[src/rtl/uart_pkg.sv]
// uart_pkg: shared types and frame constants
// for the byte-wide 8N1 UART transmitter.
package uart_pkg;

  typedef enum logic [1:0] {
    IDLE,
    START,
    DATA,
    STOP
  } tx_state_e;

  localparam int unsigned DATA_BITS = 8;
  localparam int unsigned STOP_BITS = 1;

  function automatic int unsigned clks_per_bit(
    input int unsigned clk_hz,
    input int unsigned baud
  );
    return clk_hz / baud;
  endfunction

endpackage

[src/rtl/uart_baud_tick.sv]
// uart_baud_tick: bit-period counter, one-cycle
// tick on the last cycle of each serial bit.
module uart_baud_tick #(
  parameter int unsigned CLKS_PER_BIT = 868
) (
  input  logic clk,
  input  logic rst_n,
  input  logic clr_i,
  input  logic en_i,
  output logic tick_o
);

  localparam int unsigned W = $clog2(CLKS_PER_BIT);
  localparam logic [W-1:0] LAST = W'(CLKS_PER_BIT - 1);

  logic [W-1:0] cnt_q;
  logic [W-1:0] cnt_d;

  assign tick_o = en_i & (cnt_q == LAST);

  always_comb begin
    cnt_d = cnt_q;
    if (clr_i) begin
      cnt_d = '0;
    end else if (en_i) begin
      cnt_d = tick_o ? '0 : cnt_q + W'(1);
    end
  end

  always_ff @(posedge clk) begin
    if (!rst_n) begin
      cnt_q <= '0;
    end else begin
      cnt_q <= cnt_d;
    end
  end

endmodule

[src/rtl/uart_tx_core.sv]
// uart_tx_core: 8N1 transmitter, one frame per
// qualified rising edge of tx_ready_i.
module uart_tx_core
  import uart_pkg::*;
#(
  parameter int unsigned CLK_FREQ_HZ  = 100_000_000,
  parameter int unsigned BAUD_RATE    = 115_200,
  parameter int unsigned CLKS_PER_BIT =
    clks_per_bit(CLK_FREQ_HZ, BAUD_RATE)
) (
  input  logic       clk,
  input  logic       rst_n,
  input  logic       tx_ready_i,
  input  logic       rx_ready_i,
  input  logic [7:0] data_i,
  output logic       data_o
);

  localparam logic [2:0] BIT_LAST = 3'(DATA_BITS - 1);

  tx_state_e  state_q, state_d;
  logic       req_q;
  logic [7:0] shift_q, shift_d;
  logic [2:0] bit_q, bit_d;
  logic       tx_q, tx_d;
  logic       start;
  logic       bit_done;

  assign start = tx_ready_i & ~req_q & rx_ready_i
               & (state_q == IDLE);
  assign data_o = tx_q;

  uart_baud_tick #(
    .CLKS_PER_BIT (CLKS_PER_BIT)
  ) u_tick (
    .clk    (clk),
    .rst_n  (rst_n),
    .clr_i  (state_q == IDLE),
    .en_i   (state_q != IDLE),
    .tick_o (bit_done)
  );

  always_comb begin
    state_d = state_q;
    shift_d = shift_q;
    bit_d   = bit_q;
    unique case (state_q)
      IDLE: begin
        if (start) begin
          shift_d = data_i;
          bit_d   = '0;
          state_d = START;
        end
      end
      START: begin
        if (bit_done) state_d = DATA;
      end
      DATA: begin
        if (bit_done) begin
          shift_d = shift_q >> 1;
          bit_d   = bit_q + 3'd1;
          if (bit_q == BIT_LAST) state_d = STOP;
        end
      end
      STOP: begin
        if (bit_done) state_d = IDLE;
      end
      default: state_d = IDLE;
    endcase
  end

  // Line level follows the next state so data_o stays a clean flop.
  always_comb begin
    tx_d = 1'b1;
    unique case (1'b1)
      (state_d == START): tx_d = 1'b0;
      (state_d == DATA):  tx_d = shift_d[0];
      default:            tx_d = 1'b1;
    endcase
  end

  always_ff @(posedge clk) begin
    if (!rst_n) begin
      state_q <= IDLE;
      req_q   <= 1'b1;
      shift_q <= '0;
      bit_q   <= '0;
      tx_q    <= 1'b1;
    end else begin
      state_q <= state_d;
      req_q   <= tx_ready_i;
      shift_q <= shift_d;
      bit_q   <= bit_d;
      tx_q    <= tx_d;
    end
  end

endmodule

[config.mk]
export PLATFORM = sky130hd
export DESIGN_NAME = uart_tx_core
export DESIGN_NICKNAME = d
export VERILOG_FILES = /design/src/rtl/uart_pkg.sv /design/src/rtl/uart_baud_tick.sv /design/src/rtl/uart_tx_core.sv
export SDC_FILE = /design/constraint.sdc
export NUM_CORES = 1
export LEC_CHECK = 0
export BUFFER_PORTS_ARGS = -buffer_cell sky130_fd_sc_hd__buf_2
export CAP_MARGIN = 20
export CORE_MARGIN = 4
export CORE_UTILIZATION = 36
export CTS_CLUSTER_SIZE = 14
export DETAILED_ROUTE_END_ITERATION = 8
export HOLD_SLACK_MARGIN = 0.02
export PLACE_DENSITY = 0.58
export SLEW_MARGIN = 10
export SYNTH_ARGS = -nofsm -noshare
export SYNTH_HDL_FRONTEND = slang
export SYNTH_SLANG_ARGS = --single-unit
[constraint.sdc]
create_clock -name clk -period 5 [get_ports clk]
set_clock_uncertainty 0.05 [all_clocks]
set_input_delay 0.5 -clock clk [delete_from_list [all_inputs] [get_ports clk]]
set_output_delay 0.5 -clock clk [all_outputs]
set_load 0.01 [all_outputs]
==> impl_metrics.tcl <==
set metrics [dict create \
    status "finished, final reports clean" \
    cts.sinks 25 \
    synthFlopType "dfxtp_1" \
    hold_path_depth 2 \
    clockRootBuffer "clkbuf_4" \
    async_reset_ff_frac 0 \
    p_per_area_nw_per_um2 235.3 \
    antenna_cells 0 \
    slew_headroom 0.4383 \
    hpwl_mm 1.640 \
    worstSetupPathType "reg2reg" \
    fin_crit_sh 0.4633 \
    place_congestion 0.7319 \
    drtIter0Drc 42 \
    clock_latency_ns 0.32 \
    drt-pass1-iter-count 4 \
    cts_hold_buf 0 \
    multiInputGateArea_um2 651.9 \
    synth_most_common_cell "dfxtp_1" \
    reg2reg_slack_ns 2.68 \
    h-tree-depth 1 \
    ys_warn_count 0 \
    tns_ns 0 \
    worst_setup_path_end_kind "register" \
    min_from "tx_ready_i" \
    cp.arrival_ns 2.49 \
    row_count 20 \
    vias_per_cell 5.377 \
    die-area_um2 4380 \
    max_stage_delay_ns 0.62 \
    hp-class "in2reg" \
    synth-edff-count 0 \
    drt-total-wl_mm 2.315 \
    ant_nets 0 \
    cts_buffers 3 \
    syn-num-nets 144 \
    path_cells "nor4b_1 > nand4_1 > and3_1 > o21a_1" \
    post-route-util 0.4151 \
    die_w_um 66.18 \
    post_cts_buffers 0 \
    grt_overflow 0 \
    pre_cts_ws_ns 2.722 \
    area_delta_synth_final_pct 7.393 \
    clkSlewWorstSetupHoldPaths_ns 0.13 \
    core_area_um2 3153 \
    synth_common_cells "25 x dfxtp_1, 13 x nand3_1, 13 x nor2_1" \
    avgSynthCellArea_um2 9.447 \
    layout-drive-gt1-share 0.1367 \
    worstPathMaxFanout 13 \
    synth_area_leader_cell "dfxtp_1" \
    fp.dieH_um 66.18 \
    period_minus_slack_ns 2.316 \
    synth.ff_latch_count 25 \
    setup_violations 0 \
    r2r-end "bit_q[0]" \
    fmax_mhz 431.7 \
    setup_ws_ns 2.684 \
    cp_slowest_cell "nor4b_1" \
    drv_slew 0 \
    hold_path_end "req_q" \
    place_area_um2 1282 \
    grt_usage 0.1175 \
    max-cap-violations 0 \
    vdd_drop_max_v 0.00009455 \
    rsz0062_at_grt "false" \
    drc 0 \
    design.portCount 13 \
    grt_pass1_wl_mm 4.057 \
    n_fill_cell 342 \
    fin_area_um2 1309 \
    syn_area_um2 1219 \
    synth_cells 129 \
    p_leak_nw 0.4580 \
    port_buffers 12 \
    yosys.area.top_type_share 0.4107 \
    rr_worst_depth 4 \
    clockBufferDepth 2 \
    grt_pass1_vias 943 \
    startpoint_type "register" \
    hold_viol 0 \
    cts_resized 0 \
    num_vias 984 \
    synth_cell_types 41 \
    register_area_um2 500.5 \
    fin_hold_ws_ns 0.3479 \
    cp.required_ns 5.18 \
    worstMarginPinSlew_ns 0.8356 \
    cts_tree "built" \
    ys_seq_area_frac 0.4107 \
    antenna_found_initial 0 \
    detail_route.wl_per_cell_um 12.65 \
    ys_top_cells_by_area "dfxtp_1 41%, nand3_1 5.3%, a21boi_1 4.9%, nor2_1 4.0%, a22oi_1 3.7%" \
    nets 155 \
    start_util 0.3865 \
    grt_max_degree 18 \
    regToRegStartpoint "u_tick.cnt_q[2]" \
]
==> logic make-up (layout without fill, tap and decap cells) <==
kind of cell,Yosys count,after routing,share of synthesized area
AND/OR/NAND/NOR,54,54,0.2629
adder cells (fa/ha/maj),3,3,0.03080
buffers and inverters,10,20,0.05440
XOR/XNOR,9,9,0.06468
flip-flops,25,25,0.4107
AO/OA/AOI/OAI,28,28,0.1766
==> worst max-delay path by stage <==
stage | startpoint | end | slack (ns)
2_1_floorplan | u_tick.cnt_q[2] | shift_q[2] | 3.30
3_3_place_gp | u_tick.cnt_q[2] | bit_q[0] | 2.77
3_5_place_dp | u_tick.cnt_q[2] | bit_q[0] | 2.72
4_1_cts | u_tick.cnt_q[2] | bit_q[0] | 2.70
5_1_grt | u_tick.cnt_q[2] | bit_q[0] | 2.42
6_report | u_tick.cnt_q[2] | bit_q[0] | 2.68
==> final cells by class <==
cell class,instances,area share
clock buffer,4,0.02008
sequential,25,0.3824
tap,44,0.04206
timing repair buffer,12,0.04589
inverter,4,0.01147
multi-input combinational,94,0.4981
==> layout by cell type (no fill, tap or decap), types with 2 or more instances in the layout <==
cell and n:
a21boi_0 2, a21boi_1 8, a22oi_1 6, buf_2 12
clkbuf_4 3, dfxtp_1 25, ha_1 3, inv_1 4
nand2_1 5, nand3_1 13, nand4_1 6, nand4b_1 2
nor2_1 13, nor4_1 2, o211ai_1 2, o21a_1 2
xnor2_1 5, xor2_1 4
==> metal layers <==
metal	share of wire	GRT usage	up-vias
met5	0	0	-
met4	0.018	0.05330	0
met3	0.049	0.02041	5
met2	0.44	0.1809	23
met1	0.49	0.1587	458
li1	-	-	498
==> state kept, by name, summed over array words and instances (netlist names) <==
signal and count:
data_o 1, shift_q 8, state_q 2, bit_q 3, u_tick.cnt_q 10, req_q 1
==> metrics by stage <==
| stage | std cells | power (mW) |
|---|---|---|
| after floorplan | 129 | 0.2164 |
| after global routing | 183 | 0.3208 |
| after CTS | 183 | 0.3111 |
| final | 183 | 0.3079 |
| after global placement | 179 | 0.2226 |
| after detailed placement | 179 | 0.2233 |
==> report_power, final <==
part           internal [mW]  leakage, nW  total [mW]  switching, mW
registers              0.202        0.202       0.204        0.00235
clock network         0.0312       0.0150      0.0892         0.0579
logic                0.00748        0.241      0.0146        0.00715
total                  0.240        0.458       0.308         0.0674
==> critical path: cells and delay by family (launching register included) <==
kind / cells / cell delay, ns
DFF: 1 / 0.40
AOI/OAI and AO/OA: 1 / 0.17
and+or+nand+nor: 3 / 1.59
(Power assumes the default switching activity.)
